File: src/rtl/alu_pkg.sv
// Shared ALU control encoding and RV32I OP/OP-IMM decode constants for the issue stage.
package alu_pkg;

    localparam int XLEN_DEFAULT = 32;

    typedef enum logic [3:0] {
        ALU_ADD  = 4'b0000,
        ALU_SUB  = 4'b0001,
        ALU_AND  = 4'b0010,
        ALU_OR   = 4'b0011,
        ALU_XOR  = 4'b0100,
        ALU_SLL  = 4'b0101,
        ALU_SRL  = 4'b0110,
        ALU_SRA  = 4'b0111,
        ALU_SLT  = 4'b1000,
        ALU_SLTU = 4'b1001
    } alu_ctrl_e;

    localparam logic [6:0] OPC_OP     = 7'b0110011;
    localparam logic [6:0] OPC_OP_IMM = 7'b0010011;

    localparam logic [2:0] F3_ADD  = 3'b000;
    localparam logic [2:0] F3_SLL  = 3'b001;
    localparam logic [2:0] F3_SLT  = 3'b010;
    localparam logic [2:0] F3_SLTU = 3'b011;
    localparam logic [2:0] F3_XOR  = 3'b100;
    localparam logic [2:0] F3_SR   = 3'b101;
    localparam logic [2:0] F3_OR   = 3'b110;
    localparam logic [2:0] F3_AND  = 3'b111;

    localparam logic [6:0] F7_BASE = 7'b0000000;
    localparam logic [6:0] F7_ALT  = 7'b0100000;

    // alt selects SUB for funct3=000 and SRA for funct3=101
    function automatic alu_ctrl_e f3_to_ctrl(input logic [2:0] f3, input logic alt);
        alu_ctrl_e c;
        unique case (f3)
            F3_ADD:  c = alt ? ALU_SUB : ALU_ADD;
            F3_SLL:  c = ALU_SLL;
            F3_SLT:  c = ALU_SLT;
            F3_SLTU: c = ALU_SLTU;
            F3_XOR:  c = ALU_XOR;
            F3_SR:   c = alt ? ALU_SRA : ALU_SRL;
            F3_OR:   c = ALU_OR;
            default: c = ALU_AND;
        endcase
        return c;
    endfunction

endpackage

File: src/rtl/alu_issue_stage_if.sv
// Instruction handshake, ALU operand/result bus and writeback signals of the issue stage.
interface alu_issue_stage_if #(
    parameter int XLEN = 32
);
    logic            in_valid;
    logic [31:0]     in_instr;
    logic            in_ready;
    logic [XLEN-1:0] operand_a;
    logic [XLEN-1:0] operand_b;
    logic [3:0]      alu_ctrl;
    logic [XLEN-1:0] alu_result;
    logic            zero_flag;
    logic            wb_valid;
    logic [4:0]      wb_rd;
    logic [XLEN-1:0] wb_data;
    logic            wb_zero;
    logic [15:0]     illegal_cnt;

    modport master (
        output in_valid, in_instr, alu_result, zero_flag,
        input  in_ready, operand_a, operand_b, alu_ctrl,
        input  wb_valid, wb_rd, wb_data, wb_zero, illegal_cnt
    );

    modport slave (
        input  in_valid, in_instr, alu_result, zero_flag,
        output in_ready, operand_a, operand_b, alu_ctrl,
        output wb_valid, wb_rd, wb_data, wb_zero, illegal_cnt
    );
endinterface

File: src/rtl/alu_regfile.sv
// NREG x XLEN register file: two asynchronous read ports, one write port, x0 hardwired to zero.
module alu_regfile #(
    parameter int XLEN = 32,
    parameter int NREG = 32,
    parameter int AW   = $clog2(NREG)
) (
    input  logic            clk,
    input  logic            rst_n,
    input  logic            we,
    input  logic [AW-1:0]   waddr,
    input  logic [XLEN-1:0] wdata,
    input  logic [AW-1:0]   raddr_a,
    output logic [XLEN-1:0] rdata_a,
    input  logic [AW-1:0]   raddr_b,
    output logic [XLEN-1:0] rdata_b
);

    logic [XLEN-1:0] regs [NREG];

    always_ff @(posedge clk or negedge rst_n) begin
        if (!rst_n) begin
            regs <= '{default: '0};
        end else if (we && waddr != '0) begin
            regs[waddr] <= wdata;
        end
    end

    // No write-through: same-cycle producers are covered by the stage's forwarding path
    assign rdata_a = (raddr_a == '0) ? '0 : regs[raddr_a];
    assign rdata_b = (raddr_b == '0) ? '0 : regs[raddr_b];

endmodule

File: src/rtl/alu_issue_stage.sv
// RV32I OP/OP-IMM issue stage feeding a one-cycle registered ALU, with one-cycle
// stall on S1 dependencies, forwarding from the ALU output and writeback.
module alu_issue_stage
    import alu_pkg::*;
#(
    parameter int XLEN = XLEN_DEFAULT,
    parameter int NREG = 32
) (
    input logic clk,
    input logic rst_n,
    alu_issue_stage_if.slave bus
);

    localparam int AW = $clog2(NREG);

    logic [6:0] opcode;
    logic [4:0] rd, rs1, rs2;
    logic [2:0] funct3;
    logic [6:0] funct7;

    assign opcode = bus.in_instr[6:0];
    assign rd     = bus.in_instr[11:7];
    assign funct3 = bus.in_instr[14:12];
    assign rs1    = bus.in_instr[19:15];
    assign rs2    = bus.in_instr[24:20];
    assign funct7 = bus.in_instr[31:25];

    logic      is_op, is_op_imm, legal;
    alu_ctrl_e dec_ctrl;

    always_comb begin
        is_op     = (opcode == OPC_OP);
        is_op_imm = (opcode == OPC_OP_IMM);
        legal     = 1'b0;
        dec_ctrl  = ALU_ADD;
        if (is_op) begin
            legal    = (funct7 == F7_BASE) ||
                       (funct7 == F7_ALT && (funct3 == F3_ADD || funct3 == F3_SR));
            dec_ctrl = f3_to_ctrl(funct3, funct7[5]);
        end else if (is_op_imm) begin
            unique case (funct3)
                F3_SLL:  legal = (funct7 == F7_BASE);
                F3_SR:   legal = (funct7 == F7_BASE) || (funct7 == F7_ALT);
                default: legal = 1'b1;
            endcase
            dec_ctrl = f3_to_ctrl(funct3, (funct3 == F3_SR) && funct7[5]);
        end
    end

    logic            s1_valid, s2_valid;
    logic [4:0]      s1_rd, s2_rd;
    logic [XLEN-1:0] op_a_q, op_b_q;
    alu_ctrl_e       ctrl_q;
    logic [15:0]     illegal_q;

    logic stall, accept, issue;

    // rs2 only counts as a source for register-register ops
    assign stall  = s1_valid && (s1_rd != '0) &&
                    (((is_op || is_op_imm) && rs1 == s1_rd) || (is_op && rs2 == s1_rd));
    assign accept = bus.in_valid && !stall;
    assign issue  = accept && legal;

    logic [XLEN-1:0] rf_a, rf_b, src_a, src_b, imm_i, shamt, op_b_next;
    logic            wb_en;

    assign wb_en = s2_valid && (s2_rd != '0);

    alu_regfile #(
        .XLEN (XLEN),
        .NREG (NREG),
        .AW   (AW)
    ) u_regfile (
        .clk     (clk),
        .rst_n   (rst_n),
        .we      (wb_en),
        .waddr   (s2_rd[AW-1:0]),
        .wdata   (bus.alu_result),
        .raddr_a (rs1[AW-1:0]),
        .rdata_a (rf_a),
        .raddr_b (rs2[AW-1:0]),
        .rdata_b (rf_b)
    );

    assign src_a = (wb_en && s2_rd == rs1) ? bus.alu_result : rf_a;
    assign src_b = (wb_en && s2_rd == rs2) ? bus.alu_result : rf_b;

    assign imm_i = {{(XLEN-12){bus.in_instr[31]}}, bus.in_instr[31:20]};
    assign shamt = {{(XLEN-5){1'b0}}, bus.in_instr[24:20]};

    always_comb begin
        op_b_next = imm_i;
        if (is_op) begin
            op_b_next = src_b;
        end else if (funct3 == F3_SLL || funct3 == F3_SR) begin
            op_b_next = shamt;
        end
    end

    always_ff @(posedge clk or negedge rst_n) begin
        if (!rst_n) begin
            s1_valid  <= 1'b0;
            s1_rd     <= '0;
            op_a_q    <= '0;
            op_b_q    <= '0;
            ctrl_q    <= ALU_ADD;
            s2_valid  <= 1'b0;
            s2_rd     <= '0;
            illegal_q <= '0;
        end else begin
            s1_valid <= issue;
            if (issue) begin
                s1_rd  <= rd;
                op_a_q <= src_a;
                op_b_q <= op_b_next;
                ctrl_q <= dec_ctrl;
            end
            s2_valid <= s1_valid;
            s2_rd    <= s1_rd;
            if (accept && !legal && illegal_q != '1) begin
                illegal_q <= illegal_q + 16'd1;
            end
        end
    end

    assign bus.in_ready    = !stall;
    assign bus.operand_a   = op_a_q;
    assign bus.operand_b   = op_b_q;
    assign bus.alu_ctrl    = ctrl_q;
    assign bus.wb_valid    = wb_en;
    assign bus.wb_rd       = s2_rd;
    assign bus.wb_data     = bus.alu_result;
    assign bus.wb_zero     = wb_en && bus.zero_flag;
    assign bus.illegal_cnt = illegal_q;

endmodule

File: src/flat_wrapper.sv
// flat-port wrapper written by rule: the top's interface ports become plain ports
module alu_issue_stage_flat import alu_pkg::*;
#(
    parameter int XLEN = XLEN_DEFAULT,
    parameter int NREG = 32
)
  (clk, rst_n, bus_in_valid, bus_in_instr, bus_alu_result, bus_zero_flag, bus_in_ready, bus_operand_a, bus_operand_b, bus_alu_ctrl, bus_wb_valid, bus_wb_rd, bus_wb_data, bus_wb_zero, bus_illegal_cnt);
  alu_issue_stage_if #(.XLEN(XLEN)) bus_i ();
  input logic clk;
  input logic rst_n;
  input wire logic [$bits(bus_i.in_valid)-1:0] bus_in_valid;
  input wire logic [$bits(bus_i.in_instr)-1:0] bus_in_instr;
  input wire logic [$bits(bus_i.alu_result)-1:0] bus_alu_result;
  input wire logic [$bits(bus_i.zero_flag)-1:0] bus_zero_flag;
  output wire logic [$bits(bus_i.in_ready)-1:0] bus_in_ready;
  output wire logic [$bits(bus_i.operand_a)-1:0] bus_operand_a;
  output wire logic [$bits(bus_i.operand_b)-1:0] bus_operand_b;
  output wire logic [$bits(bus_i.alu_ctrl)-1:0] bus_alu_ctrl;
  output wire logic [$bits(bus_i.wb_valid)-1:0] bus_wb_valid;
  output wire logic [$bits(bus_i.wb_rd)-1:0] bus_wb_rd;
  output wire logic [$bits(bus_i.wb_data)-1:0] bus_wb_data;
  output wire logic [$bits(bus_i.wb_zero)-1:0] bus_wb_zero;
  output wire logic [$bits(bus_i.illegal_cnt)-1:0] bus_illegal_cnt;
  assign bus_i.in_valid = bus_in_valid;
  assign bus_i.in_instr = bus_in_instr;
  assign bus_i.alu_result = bus_alu_result;
  assign bus_i.zero_flag = bus_zero_flag;
  assign bus_in_ready = bus_i.in_ready;
  assign bus_operand_a = bus_i.operand_a;
  assign bus_operand_b = bus_i.operand_b;
  assign bus_alu_ctrl = bus_i.alu_ctrl;
  assign bus_wb_valid = bus_i.wb_valid;
  assign bus_wb_rd = bus_i.wb_rd;
  assign bus_wb_data = bus_i.wb_data;
  assign bus_wb_zero = bus_i.wb_zero;
  assign bus_illegal_cnt = bus_i.illegal_cnt;
  alu_issue_stage #(.XLEN(XLEN), .NREG(NREG)) u_core (.clk(clk), .rst_n(rst_n), .bus(bus_i));
endmodule
File: config.mk
export PLATFORM = sky130hd
export DESIGN_NAME = alu_issue_stage_flat
export DESIGN_NICKNAME = d
export VERILOG_FILES = /design/src/rtl/alu_pkg.sv /design/src/rtl/alu_issue_stage_if.sv /design/src/rtl/alu_regfile.sv /design/src/rtl/alu_issue_stage.sv /design/src/flat_wrapper.sv
export SDC_FILE = /design/constraint.sdc
export NUM_CORES = 2
export LEC_CHECK = 0
export CAP_MARGIN = 5
export CELL_PAD_IN_SITES_DETAIL_PLACEMENT = 0
export CELL_PAD_IN_SITES_GLOBAL_PLACEMENT = 1
export CORE_ASPECT_RATIO = 0.9
export CORE_MARGIN = 2
export CORE_UTILIZATION = 59
export CTS_BUF_LIST = sky130_fd_sc_hd__clkbuf_4
export CTS_CLUSTER_SIZE = 25
export DETAILED_ROUTE_END_ITERATION = 8
export PLACE_DENSITY = 0.89
export SETUP_SLACK_MARGIN = 0.3
export SLEW_MARGIN = 30
export SYNTH_ARGS = -nofsm -noshare
export SYNTH_HDL_FRONTEND = slang
export SYNTH_HIERARCHICAL = 1
export SYNTH_SLANG_ARGS = --single-unit
File: constraint.sdc
create_clock -name clk -period 5.1 [get_ports clk]
set_clock_uncertainty 0.1 [all_clocks]
set_input_delay 1.02 -clock clk [delete_from_list [all_inputs] [get_ports clk]]
set_output_delay 1.02 -clock clk [all_outputs]
set_load 0.05 [all_outputs]
==> reports/metrics.cfg <==
[timing]
setup_viol = 0
rsz0062_at_grt = false
relSlewSlack = 0.301
setup_slack_ns = 0.465
worst_slew_pin_slew_ns = 1.05
period_needed_ns = 4.63
period_share = 0.909
hold_viol_final = 0
fmax_mhz = 216
tns_ns = 0
drv_slew = 0

[drt]
drtIter0Drc = 4611
avgRoutedWirePerCell_um = 31.5
vias_per_cell = 7.02
drt-pass1-iter-count = 7
ant_nets = 0
drt_wl_total_um = 183000
drc = 0
vias = 40734

[global_route]
first_global_vias = 41583
grt_overflow = 0
grtUsageTotal = 0.361
grt_max_degree = 150
grt_antenna_before_repair = 7
grt_pass1_wl_um = 272000

[final_layout]
nFillCells = 7141
synthToLayoutAreaGrowth_pct = 12.2
layout.cells.non_filler = 5802
ff_latch_area_mm2 = 0.0280
drive_gt1_frac = 0.470
multi_input_area_mm2 = 0.0290
finish.utilization = 0.666
fin_nets = 4348

[floorplan]
coreArea_mm2 = 0.0998
die_h_um = 305
num_rows = 110
top_level_ports = 192
die_w_um = 338
start_util = 0.593
die-area_mm2 = 0.103

[min_path]
min_path_cells = 0
hold_path.class = reg2reg
min-delay-start = u_core/u_regfile/regs[1015]
worst_hold_path.endpoint = u_core/u_regfile/regs[1015]

[setup_path]
startpoint_type = register
r2r_cells = 10
arrival_ns = 3.51
cp_top_family = buffers and inverters
slowest_stage = or4_4
rr_endpoint = u_core/u_regfile/regs[363]
worstPathMaxFanout = 14
cp-end-kind = output port
worstPathRequired_ns = 3.98
crit_chain = or4_4 > o21ai_4 > clkinvlp_4 > dlygate4sd2_1
worstSetupPathType = reg2out
slowest_delay_ns = 0.59
worst-path-buf-inv = 2
r2r_slack_ns = 0.99
reg2reg_from = u_core/bus.wb_rd[1]

[run_status]
outcome = completed

[yosys]
netlist-cell-type-count = 64
syn-num-nets = 4125
synth-edff-count = 0
synth_seq_cells = 1120
yosys_warnings = 6
seq_area_frac_synth = 0.473
syn_avg_cell_area_um2 = 14.6
postSynthCellCount = 4056
ys_dominant_reg_cell = dfrtp_1
syn_area_mm2 = 0.0592
async_flop_share = 1.00

[clocking]
h-tree-depth = 5
clkLatencyLatePin_ns = 1.23
cts_root_buf = clkbuf_4
cts_tree = done
path_clk_slew_ns = 0.06
cts.path.max_buffers = 4
clkSinkCount = 1120
cts_inserted_buffers = 307

[placed_design]
post-place-ws_ns = 1.00
place_hpwl_um = 113000
port_buffers = 191
dp.cells = 5310
gp_congestion = 0.884

[power_and_ir_drop]
power_density_mw_per_mm2 = 296
vdd_ir_drop_max_v = 0.000202
p_leak_uw = 0.0290

[run]
drv_cap = 0

## power breakdown
part / leakage [uW] / total [uW] / internal (uW) / switching, uW
logic: 0.0125 / 2580 / 1080 / 1490
registers: 0.0144 / 9450 / 9170 / 276
clock network: 0.00210 / 7650 / 3940 / 3710
total: 0.0290 / 19700 / 14200 / 5480
## what timing repair did
action / CTS / global route
hold buffers: 1 / 0
setup endpoints to repair: 2 / 1
hold endpoints to repair: 64 / 0
setup buffers: 0 / 3
gates resized for setup: 2 / 6
## flip-flops by register name, summed over array words and instances, names as in the netlist
signal                  flops
u_core/bus.alu_ctrl         4
u_core/bus.wb_rd            5
u_core/s1_valid             1
u_core/bus.operand_a       32
u_core/u_regfile/regs    1024
u_core/bus.operand_b       32
u_core/bus.illegal_cnt     16
u_core/s1_rd                5
u_core/s2_valid             1
## layer usage
layer | GRT usage | wire length (um) | share of wire | up-vias
li1 | - | - | - | 16205
met4 | 0.168 | 8540 | 0.047 | 2
met1 | 0.509 | 72500 | 0.40 | 21462
met2 | 0.532 | 83300 | 0.46 | 2509
met3 | 0.0876 | 18400 | 0.10 | 556
met5 | 0 | 12 | 0.000066 | -
## synthesized netlist by cell type, types with 17 or more instances
master / n / share of area
nor3_1: 68 / 0.0057
a21oi_1: 19 / 0.0016
buf_4: 51 / 0.0065
o22ai_1: 102 / 0.011
mux2_2: 913 / 0.17
dfrtp_1: 1120 / 0.47
buf_6: 22 / 0.0042
nand2_1: 92 / 0.0058
nor2_1: 31 / 0.0020
clkbuf_1: 225 / 0.014
mux2i_1: 203 / 0.034
a2111oi_0: 60 / 0.0089
mux4_2: 459 / 0.17
buf_2: 113 / 0.0096
a211oi_1: 37 / 0.0047
a22o_1: 54 / 0.0080
nand3_1: 17 / 0.0014
o21ai_1: 26 / 0.0022
nor2b_1: 50 / 0.0053
a22oi_1: 19 / 0.0024
buf_1: 73 / 0.0046
o21ai_0: 28 / 0.0024
xor2_1: 28 / 0.0041
mux2_1: 118 / 0.022
## kinds of logic after synthesis
logic type,after synthesis,share of synthesized area
XOR/XNOR,34,0.00503
buffers and inverters,496,0.0399
adder cells (fa/ha/maj),1,0.000211
AND/OR/NAND/NOR,324,0.0283
flip-flops,1120,0.473
multiplexers,1696,0.406
AO/OA/AOI/OAI,385,0.0474
## cell usage in the layout, fill, tap and decap left out, types with 17 or more instances in the layout
cell type / count
clkbuf_4: 417
clkinv_1: 42
nand2_1: 79
xor2_1: 28
mux2_2: 913
nor2b_1: 46
a2111oi_0: 59
dfrtp_1: 1117
nor3_1: 68
a22oi_1: 19
a22o_1: 54
a21oi_1: 19
o22ai_1: 102
buf_12: 52
buf_4: 157
o21ai_0: 28
nor2_1: 17
mux2_1: 118
clkdlybuf4s50_1: 178
mux4_2: 459
mux2i_1: 203
o21ai_1: 26
a211oi_1: 37
## worst register-to-register path: cells and delay by family (launching register included)
| family | cells | cell delay [ns] |
|---|---|---|
| AOI/OAI and AO/OA | 1 | 0.28 |
| buffers and inverters | 4 | 1.15 |
| DFF | 1 | 0.54 |
| muxes | 1 | 0.37 |
| and+or+nand+nor | 4 | 1.51 |
## cell type report
| class | count | area share |
|---|---|---|
| Inverter | 12 | 0.000735 |
| Timing Repair Buffer | 398 | 0.0620 |
| Clock inverter | 60 | 0.00522 |
| Multi-Input combinational cell | 2440 | 0.437 |
| Sequential cell | 1120 | 0.422 |
| Clock buffer | 417 | 0.0471 |
| Tap cell | 1344 | 0.0253 |
| Antenna cell | 11 | 0.000414 |
## per-stage QoR
step                      total power [uW]  hold slack (ns)  area, um^2
after floorplan                      11200            0.271       59200
after global placement               12100            0.277       62900
after detailed placement             12100            0.284       62900
after CTS                            19800            0.275       66400
after global routing                 20500            0.295       66400
final                                19700            0.297       66400
## worst max path at each step
stage	startpoint	to	slack [ns]	depth (start not counted)
floorplan	bus_in_instr[22]	u_core/bus.operand_b[11]	1.65	10
finish	u_core/bus.wb_rd[1]	bus_wb_valid	0.47	4
CTS	u_core/bus.wb_rd[1]	bus_wb_zero	0.26	5
global placement	bus_in_instr[18]	u_core/bus.operand_a[18]	0.54	9
detailed placement	bus_in_instr[21]	u_core/bus.operand_b[23]	1.00	9
global route	u_core/bus.wb_rd[1]	bus_wb_valid	0.41	4
Power figures use the tool's default switching activity.
